File: config.mk
export PLATFORM = sky130hd
export DESIGN_NAME = logic_pipe_unit
export DESIGN_NICKNAME = d
export VERILOG_FILES = /design/src/rtl/logic_pipe_pkg.sv /design/src/rtl/logic_pipe_unit_core.sv /design/src/rtl/logic_pipe_unit.sv
export SDC_FILE = /design/constraint.sdc
export NUM_CORES = 1
export LEC_CHECK = 0
export CELL_PAD_IN_SITES_DETAIL_PLACEMENT = 2
export CELL_PAD_IN_SITES_GLOBAL_PLACEMENT = 2
export CORE_UTILIZATION = 32
export CTS_CLUSTER_SIZE = 40
export DETAILED_ROUTE_END_ITERATION = 7
export PLACE_DENSITY = 0.78
export SLEW_MARGIN = 20
export SYNTH_ARGS = -nofsm -noshare
export SYNTH_HDL_FRONTEND = slang
export SYNTH_SLANG_ARGS = --single-unit
File: constraint.sdc
create_clock -name CLK -period 3.6 [get_ports CLK]
set_input_delay 0.72 -clock CLK [delete_from_list [all_inputs] [get_ports CLK]]
set_output_delay 0.72 -clock CLK [all_outputs]
set_load 0.01 [all_outputs]
File: src/rtl/logic_pipe_pkg.sv
// Shared definitions for the logic pipe unit: ALU opcodes and FSM state encoding.
package logic_pipe_pkg;

  localparam logic [2:0] OP_AND  = 3'b000;
  localparam logic [2:0] OP_OR   = 3'b001;
  localparam logic [2:0] OP_NAND = 3'b010;
  localparam logic [2:0] OP_NOR  = 3'b011;
  localparam logic [2:0] OP_XOR  = 3'b100;
  localparam logic [2:0] OP_XNOR = 3'b101;
  localparam logic [2:0] OP_NOTX = 3'b110;
  localparam logic [2:0] OP_PASY = 3'b111;

  typedef enum logic {
    S_IDLE = 1'b0,
    S_ACC  = 1'b1
  } state_t;

endpackage

File: src/rtl/logic_pipe_unit_core.sv
// Combinational 8-op bitwise function of X and Y.
module logic_op_core
  import logic_pipe_pkg::*;
#(
  parameter int WIDTH = 16
) (
  input  logic [WIDTH-1:0] x,
  input  logic [WIDTH-1:0] y,
  input  logic [2:0]       fun,
  output logic [WIDTH-1:0] result
);

  always_comb begin
    result = '0;
    case (fun)
      OP_AND:  result = x & y;
      OP_OR:   result = x | y;
      OP_NAND: result = ~(x & y);
      OP_NOR:  result = ~(x | y);
      OP_XOR:  result = x ^ y;
      OP_XNOR: result = ~(x ^ y);
      OP_NOTX: result = ~x;
      OP_PASY: result = y;
      default: result = '0;
    endcase
  end

endmodule

File: src/rtl/logic_pipe_unit.sv
// One-deep registered logic pipe with optional burst accumulation and a
// saturating beat counter.
module logic_pipe_unit
  import logic_pipe_pkg::*;
#(
  parameter  int WIDTH     = 16,
  parameter  int MAX_BEATS = 15,
  localparam int CNT_W     = $clog2(MAX_BEATS + 1)
) (
  input  logic             CLK,
  input  logic             RST,
  input  logic             IN_VALID,
  output logic             IN_READY,
  input  logic [WIDTH-1:0] A,
  input  logic [WIDTH-1:0] B,
  input  logic [2:0]       ALU_FUN,
  input  logic             ACC_EN,
  input  logic             IN_LAST,
  output logic             OUT_VALID,
  input  logic             OUT_READY,
  output logic [WIDTH-1:0] Logic_OUT,
  output logic             Zero_Flag,
  output logic             Parity_Flag,
  output logic             Abort_Flag,
  output logic [CNT_W-1:0] Burst_Len
);

  localparam logic [CNT_W:0] MAX_CNT = (CNT_W + 1)'(MAX_BEATS);

  state_t           state, state_nxt;
  logic [WIDTH-1:0] acc, x, f;
  logic [CNT_W-1:0] count, cnt_sat, len_nxt;
  logic [CNT_W:0]   cnt_inc;
  logic             fire, emit, abort, acc_load;

  assign IN_READY = !RST && (!OUT_VALID || OUT_READY);
  assign fire     = IN_VALID && IN_READY;
  // An aborting beat (ACC_EN=0 inside a burst) starts fresh from A.
  assign x        = (state == S_ACC && ACC_EN) ? acc : A;
  // One extra bit so count+1 cannot wrap before the clamp.
  assign cnt_inc  = {1'b0, count} + (CNT_W + 1)'(1);
  assign cnt_sat  = (cnt_inc > MAX_CNT) ? MAX_CNT[CNT_W-1:0] : cnt_inc[CNT_W-1:0];

  logic_op_core #(.WIDTH(WIDTH)) u_core (
    .x      (x),
    .y      (B),
    .fun    (ALU_FUN),
    .result (f)
  );

  always_comb begin
    state_nxt = state;
    emit      = 1'b0;
    abort     = 1'b0;
    acc_load  = 1'b0;
    len_nxt   = CNT_W'(1);
    case (state)
      S_IDLE: begin
        if (ACC_EN && !IN_LAST) begin
          acc_load  = 1'b1;
          state_nxt = S_ACC;
        end else begin
          emit = 1'b1;
        end
      end
      S_ACC: begin
        if (!ACC_EN) begin
          emit      = 1'b1;
          abort     = 1'b1;
          state_nxt = S_IDLE;
        end else begin
          len_nxt = cnt_sat;
          if (IN_LAST) begin
            emit      = 1'b1;
            state_nxt = S_IDLE;
          end else begin
            acc_load = 1'b1;
          end
        end
      end
    endcase
  end

  always_ff @(posedge CLK) begin
    if (RST) begin
      state       <= S_IDLE;
      acc         <= '0;
      count       <= '0;
      OUT_VALID   <= 1'b0;
      Logic_OUT   <= '0;
      Zero_Flag   <= 1'b0;
      Parity_Flag <= 1'b0;
      Abort_Flag  <= 1'b0;
      Burst_Len   <= '0;
    end else begin
      if (fire) begin
        state <= state_nxt;
        if (acc_load) begin
          acc   <= f;
          count <= len_nxt;
        end
      end
      if (fire && emit) begin
        OUT_VALID   <= 1'b1;
        Logic_OUT   <= f;
        Zero_Flag   <= (f == '0);
        Parity_Flag <= ^f;
        Abort_Flag  <= abort;
        Burst_Len   <= len_nxt;
      end else if (OUT_READY) begin
        OUT_VALID <= 1'b0;
      end
    end
  end

endmodule

==> summary.txt, run 1 <==
Detailed routing
  • # DRC: 0
  • Routed vias: 3,856
  • Pre-Repair DR Iteration Count: 7
  • Routed wire length: 15.81 mm
  • Initial DRC Count: 194
  • Routed len/inst: 23.32 microns
  • Post-DRT Antenna Nets: 0
  • Vias per cell: 5.687

Pwr
  • Worst IR Drop VDD: 0.3964 mV
  • Leak: 0.002228 uW
  • P per Cell Area: 329.4 nW/um^2

Critical path
  • Reg2Reg Setup Slack: 330 ps
  • CP Max Fanout: 7
  • Critical path depth in cells: 16
  • Worst setup path class: in -> reg
  • WP data arrival: 3670 ps
  • Endpoint class of the critical path: flip-flop
  • Worst path slowest cell: mux2i_4
  • Worst r2r path cells: 15
  • Reg-to-reg endpoint: Parity_Flag$_SDFFE_PP0P_
  • CP most frequent cell: xnor2_1
  • R2r startpoint: state$_SDFFE_PP0P_
  • Critical Path Sink: Parity_Flag$_SDFFE_PP0P_
  • Worst path bufs/invs: 3
  • Crit path from: ACC_EN
  • Max incr delay on CP: 320 ps
  • Crit-path cells: dlymetal6s2s_1 -> nand2_2 -> buf_12 -> buf_6 -> mux2i_4 -> ha_1 -> nand2b_1 -> nand3_1 -> o21ai_0 -> a221oi_2 -> or2_1 -> ha_1 -> xnor2_1 -> xnor2_1 -> xnor2_1 -> o21ai_1
  • Worst EP required: 3770 ps
  • Critical Path Source Type: input port
  • Crit-path leading delay family: simple AND/OR/NAND/NOR gates

STA
  • Crit share post-route: 0.9735
  • Final Hold Fails: 0
  • # setup viols final: 0
  • Worst clock skew: 13.54 ps
  • Final Max Tran Viols: 0
  • Fmax: 285.4 MHz
  • Worst Slack Setup Final: 95.55 ps
  • TNS Setup: 0 ps
  • RSZ-0062 raised after global routing: false
  • Hold slack: 471.7 ps
  • Slew margin rel.: 0.2533
  • Worst-margin pin slew: 1118 ps
  • Final Critical Period: 3504 ps

Synthesis
  • Leading cell types by count after synthesis: 45 x dfxtp_1, 42 x ha_1, 38 x inv_1
  • Post-synth ARST share: 0
  • Top-area cell type share of the netlist area: 0.2427
  • Post-synth EDFFs: 0
  • Post-Synthesis Cells: 438
  • Yosys Warn Count: 0
  • Top FF cell, synth: dfxtp_1
  • Post-Syn Area: 3712 sq um
  • Synth Register Bits: 45
  • Synth area leader: dfxtp_1
  • Syn_nets: 521
  • Unique cell type count in the Yosys netlist: 41
  • Area contributors post-synth: dfxtp_1 24%, ha_1 14%, nand3b_1 6.5%
  • Count leader, synth: dfxtp_1
  • Seq/Total Area, Yosys: 0.2427
  • Avg Cell Area, Syn: 8.476 sq um

Clock tree
  • Post-CTS Setup Bufs: 0
  • Clock-pin slew on the worst setup and hold paths: 70 ps
  • Hold buffers post-CTS: 0
  • H-Tree Depth: 2
  • CTS Sinks: 45
  • Clk Latency, worst-skew pair: 300 ps
  • CTS Buffer Depth: 2
  • Root buffer cell: clkbuf_16
  • CTS Buf Count: 5
  • CTS tree: done

GRT
  • Met2 Use GR: 0.4191
  • First-pass GRT wire length: 21.38 mm
  • Met3 GRT Util: 0.01897
  • Initial antenna violation count: 0
  • Grt met1 use: 0.2997
  • Most Crowded Layer GR: met2
  • Vias in the first global route: 3,978
  • GRT overflow: 0
  • GR Util All Layers: 0.2344
  • Largest net degree at the start of global routing: 46

Floorplanning
  • Die area: 12,040 sq um
  • Top Ports: 66
  • Die H: 109.7 microns
  • Initial core utilization: 0.3351
  • Core area: 11,080 sq um
  • Die X: 109.7 microns
  • Std cell rows: 38

Placement
  • Port Buffers: 65
  • Inst Count DP: 670
  • Detail Placement HPWL: 9.973 mm
  • RD Place Congestion: 0.8024
  • Pre-CTS setup slack: -411.7 ps

Finish
  • Layout area overhead: 38.09%
  • Final nets: 621
  • Ant. Diodes: 0
  • Final std cells w/o fill: 678
  • Util after Layout: 0.4627
  • Layout fillers: 1,205
  • Share of cells above drive strength 1: 0.1803

Run
  • Max-cap viol count: 0

Status
  • Outcome: finished, final reports clean

Worst hold path
  • Min-delay worst type: reg -> reg
  • WHS Path Cells: 2
[routing by layer]
metal  share of wire  vias to the layer above
met5               0                        -
met4           0.031                        0
met1            0.44                     1951
li1                -                     1751
met3           0.027                       35
met2            0.50                      119
[repair_timing]
action                     4_1_cts  5_1_grt
gates cloned                     0        1
setup endpoints to repair        1        1
gates resized for setup         11       10
hold endpoints to repair         0        0
pin swaps                        0        3
[worst min path at each step]
stage | startpoint | endpoint
final | Burst_Len[0]$_SDFFE_PP0P_ | Burst_Len[0]$_SDFFE_PP0P_
after global placement | Burst_Len[0]$_SDFFE_PP0P_ | Burst_Len[0]$_SDFFE_PP0P_
after global routing | Burst_Len[0]$_SDFFE_PP0P_ | Burst_Len[0]$_SDFFE_PP0P_
after floorplan | acc[10]$_SDFFE_PP0P_ | acc[10]$_SDFFE_PP0P_
after detailed placement | Burst_Len[0]$_SDFFE_PP0P_ | Burst_Len[0]$_SDFFE_PP0P_
after CTS | Burst_Len[0]$_SDFFE_PP0P_ | Burst_Len[0]$_SDFFE_PP0P_
[cell type report]
class | count | area, sq um | area share
multi-input cells | 321 | 2626 | 0.5123
repair buffers | 126 | 1135 | 0.2214
flip-flops and latches | 45 | 900.9 | 0.1757
well taps | 140 | 175.2 | 0.03417
inverters | 39 | 146.4 | 0.02856
clock buffers | 7 | 142.6 | 0.02783
[cells by family (layout without fill, tap and decap cells)]
logic type | Yosys count | after routing | synth area share
AOI/OAI and AO/OA | 93 | 93 | 0.1874
adders and majority gates | 42 | 42 | 0.1416
and+or+nand+nor | 139 | 139 | 0.2299
muxes | 21 | 21 | 0.05662
buffers and inverters | 72 | 172 | 0.08055
DFF | 45 | 45 | 0.2427
xor gates and xnor gates | 26 | 26 | 0.06134
[metrics by stage]
stage                     cell area, sq um  total power (uW)
after floorplan                       3712             889.0
after global placement                4838              1117
after detailed placement              4838              1156
after CTS                             5042              1641
after global routing                  5126              1751
final                                 5126              1689
[worst min-delay path: stages, from the launching register on]
cell,delay (ps)
dfxtp_1,310
nand2_1,50
a21oi_1,60
[power breakdown]
| group | internal (uW) | total, uW | switching, uW |
|---|---|---|---|
| clock | 274 | 482 | 209 |
| sequential | 527 | 552 | 25.0 |
| combinational | 323 | 654 | 331 |
| total | 1120 | 1690 | 565 |
[sequential cells by signal (all words and copies together), names as in the netlist]
register / cells
OUT_VALID: 1
acc: 16
state: 1
Burst_Len: 4
Parity_Flag: 1
count: 4
Zero_Flag: 1
Abort_Flag: 1
Logic_OUT: 16
[placed cells by master (no fill, tap or decap), types with 7 or more instances in the layout]
master,instances
mux2i_1,15
nand2b_1,24
a221oi_1,16
nand3b_1,32
buf_4,58
nand3_1,14
xnor2_1,13
dfxtp_1,45
inv_1,38
ha_1,42
or2_1,12
clkdlybuf4s50_1,62
o21ai_1,14
nand2_1,12
nor2_1,24
xor2_1,12
o31ai_1,23
o21ai_0,7
(Power assumes the default switching activity.)
==> run 2, diff against run 1 <==
--- a/config.mk
+++ b/config.mk
@@ -11,6 +11,7 @@
 export CTS_CLUSTER_SIZE = 40
 export DETAILED_ROUTE_END_ITERATION = 7
 export PLACE_DENSITY = 0.78
+export SETUP_SLACK_MARGIN = 0.2
 export SLEW_MARGIN = 20
 export SYNTH_ARGS = -nofsm -noshare
 export SYNTH_HDL_FRONTEND = slang
==> summary.txt, run 2 (synthesis results as in run 1) <==
Pwr
  • Worst IR Drop VDD: 0.3362 mV (-15%)
  • P per Cell Area: 332.7 nW/um^2 (+1.0%)
  • P_sw: 630.2 uW (+12%)
  • Seq pwr share: 0.306 (-0.021)
  • Clock share of power: 0.268 (-0.018)
  • Pint: 1183 uW (+5.3%)
  • Comb pwr share: 0.427 (+0.039)
  • Leak: 0.002296 uW (+3.1%)
  • Total power: 1814 uW (+7.4%)
  • Net Sw Frac: 0.3475 (+0.01301)

Floorplanning
  • Std cell rows: 38 (unchanged)
  • Die area: 12,040 sq um (unchanged)
  • Top Ports: 66 (unchanged)
  • Die H: 109.7 microns (unchanged)
  • Initial core utilization: 0.3351 (unchanged)
  • Die X: 109.7 microns (unchanged)
  • Core area: 11,080 sq um (unchanged)

Clock tree
  • H-Tree Depth: 2 (unchanged)
  • CTS Sinks: 45 (unchanged)
  • CTS tree: done
  • Hold buffers post-CTS: 0 (unchanged)
  • CTS Buffer Depth: 2 (unchanged)
  • Clock-pin slew on the worst setup and hold paths: 70 ps (about the same)
  • Clk Latency, worst-skew pair: 300 ps (about the same)
  • CTS Buf Count: 5 (unchanged)
  • Root buffer cell: clkbuf_16

STA
  • # setup viols final: 0 (unchanged)
  • Final Hold Fails: 0 (unchanged)
  • Final Max Tran Viols: 0 (unchanged)
  • Crit share post-route: 0.9296 (-0.04386)
  • Worst-margin pin slew: 797.4 ps (-320.3 ps)
  • Worst Slack Setup Final: 253.4 ps (+157.9 ps)
  • TNS Setup: 0 ps (unchanged)
  • Slew margin rel.: 0.4660 (+0.2126)
  • RSZ-0062 raised after global routing: false
  • Fmax: 298.8 MHz (+4.7%)
  • Worst clock skew: 15.67 ps (+2.128 ps)
  • Hold slack: 471.0 ps (-0.6670 ps)
  • Final Critical Period: 3347 ps (-157.9 ps)

GRT
  • Initial antenna violation count: 0 (unchanged)
  • GR Util All Layers: 0.2644 (+0.03002)
  • GRT overflow: 0 (unchanged)
  • First-pass GRT wire length: 23.59 mm (+10%)
  • Largest net degree at the start of global routing: 46 (unchanged)
  • Vias in the first global route: 4,188 (+5.3%)

Critical path
  • WP data arrival: 3520 ps (-150 ps)
  • Worst setup path class: in -> reg
  • Max incr delay on CP: 490 ps (+170 ps)
  • Crit-path leading delay family: XOR/XNOR gates
  • Worst path slowest cell: clkdlybuf4s50_1
  • Crit path from: A[3]
  • Worst EP required: 3770 ps (about the same)
  • Reg-to-reg endpoint: Parity_Flag$_SDFFE_PP0P_
  • Worst r2r path cells: 16 (+1)
  • Crit-path cells: clkdlybuf4s50_1 -> mux2i_1 -> buf_4 -> ha_1 -> xor2_1 -> a221oi_1 -> a221oi_2 -> or2_1 -> ha_1 -> xnor2_1 -> xnor2_1 -> xnor2_1 -> o21ai_1
  • R2r startpoint: state$_SDFFE_PP0P_
  • CP Max Fanout: 3 (-4)
  • CP most frequent cell: xnor2_1
  • Endpoint class of the critical path: flip-flop
  • Critical path depth in cells: 13 (-3)
  • Critical Path Source Type: input port
  • Critical Path Sink: Parity_Flag$_SDFFE_PP0P_
  • Worst path bufs/invs: 2 (-1)
  • Reg2Reg Setup Slack: 430 ps (+100 ps)

Status
  • Outcome: finished, final reports clean

Placement
  • Port Buffers: 65 (unchanged)
  • Pre-CTS setup slack: -411.7 ps (unchanged)
  • RD Place Congestion: 0.8024 (unchanged)
  • Detail Placement HPWL: 9.973 mm (unchanged)

Detailed routing
  • Post-DRT Antenna Nets: 0 (unchanged)
  • Routed wire length: 18.28 mm (+16%)
  • Vias per cell: 5.741 (+0.94%)
  • Routed vias: 3,921 (+1.7%)
  • Routed len/inst: 26.76 microns (+15%)
  • Pre-Repair DR Iteration Count: 5 (-2)
  • Initial DRC Count: 229 (+18%)
  • # DRC: 0 (unchanged)

Finish
  • Largest regs: Logic_OUT (16), acc (16)
  • Layout fillers: 1,189 (-1.3%)
  • Util after Layout: 0.4920 (+0.02925)
  • Share of cells above drive strength 1: 0.2541 (+0.07385)
  • Ant. Diodes: 0 (unchanged)
  • Layout area overhead: 46.82%
  • Commonest cells after routing, fill and taps aside: 62 x clkdlybuf4s50_1, 62 x buf_4, 45 x dfxtp_1, 36 x inv_1, 33 x ha_1
  • Final nets: 626 (+0.81%)

Worst hold path
  • WHS Path Cells: 2 (unchanged)
  • Min-delay worst type: reg -> reg

Run
  • Max-cap viol count: 0 (unchanged)
==> run 2: power groups by stage <==
stage | registers [uW] | clock network (uW) | logic, uW
after floorplan | 561 | 0 | 328
after global placement | 555 | 0 | 562
after detailed placement | 558 | 0 | 598
after CTS | 549 | 479 | 649
after global routing | 555 | 504 | 815
final | 554 | 486 | 774
==> run 2: worst reg2reg max path, cell delays in order (launching register included) <==
cell and delay (ps):
dfxtp_1 410, nand2_4 100, buf_12 140, buf_16 150, mux2i_1 150, buf_4 180
ha_1 280, nand2b_1 90, nand3_1 110, o21ai_0 120, a221oi_2 350, or2_1 210
ha_4 230, xnor2_4 150, xnor2_2 140, xnor2_1 140, o21ai_1 100
==> run 2: how the worst min path moves through the flow <==
stage / start / slack (ps) / end
after detailed placement: Burst_Len[0]$_SDFFE_PP0P_ / 460 / Burst_Len[0]$_SDFFE_PP0P_
after floorplan: acc[10]$_SDFFE_PP0P_ / 460 / acc[10]$_SDFFE_PP0P_
after global placement: Burst_Len[0]$_SDFFE_PP0P_ / 450 / Burst_Len[0]$_SDFFE_PP0P_
final: Burst_Len[0]$_SDFFE_PP0P_ / 470 / Burst_Len[0]$_SDFFE_PP0P_
after global routing: Burst_Len[0]$_SDFFE_PP0P_ / 490 / Burst_Len[0]$_SDFFE_PP0P_
after CTS: Burst_Len[0]$_SDFFE_PP0P_ / 470 / Burst_Len[0]$_SDFFE_PP0P_
==> run 2: final cells by class <==
class | instances | area (sq um) | area share
tap | 140 | 175.2 | 0.03214
clock buffer | 7 | 142.6 | 0.02617
timing repair buffer | 131 | 1189 | 0.2181
multi-input combinational | 321 | 2897 | 0.5315
sequential | 45 | 900.9 | 0.1653
inverter | 39 | 146.4 | 0.02686
==> run 2: routing by layer <==
layer,up-vias,part of all wire,track usage
met1,1986,0.44,0.3249
met3,50,0.032,0.03379
li1,1769,-,-
met2,116,0.48,0.4609
met5,-,0,0
met4,0,0.046,0.1143
==> run 2: repair_timing <==
action | in CTS | in global routing
cloned | 1 | 0
resized for setup | 29 | 41
setup endpoints to repair | 1 | 1
pin swaps | 5 | 14
setup buffers | 0 | 5
==> run 2: stage by stage <==
stage | cells | area (sq um)
after floorplan | 438 | 3712
after global placement | 670 | 4838
after detailed placement | 670 | 4838
after CTS | 678 | 5186
after global routing | 683 | 5450
final | 683 | 5450
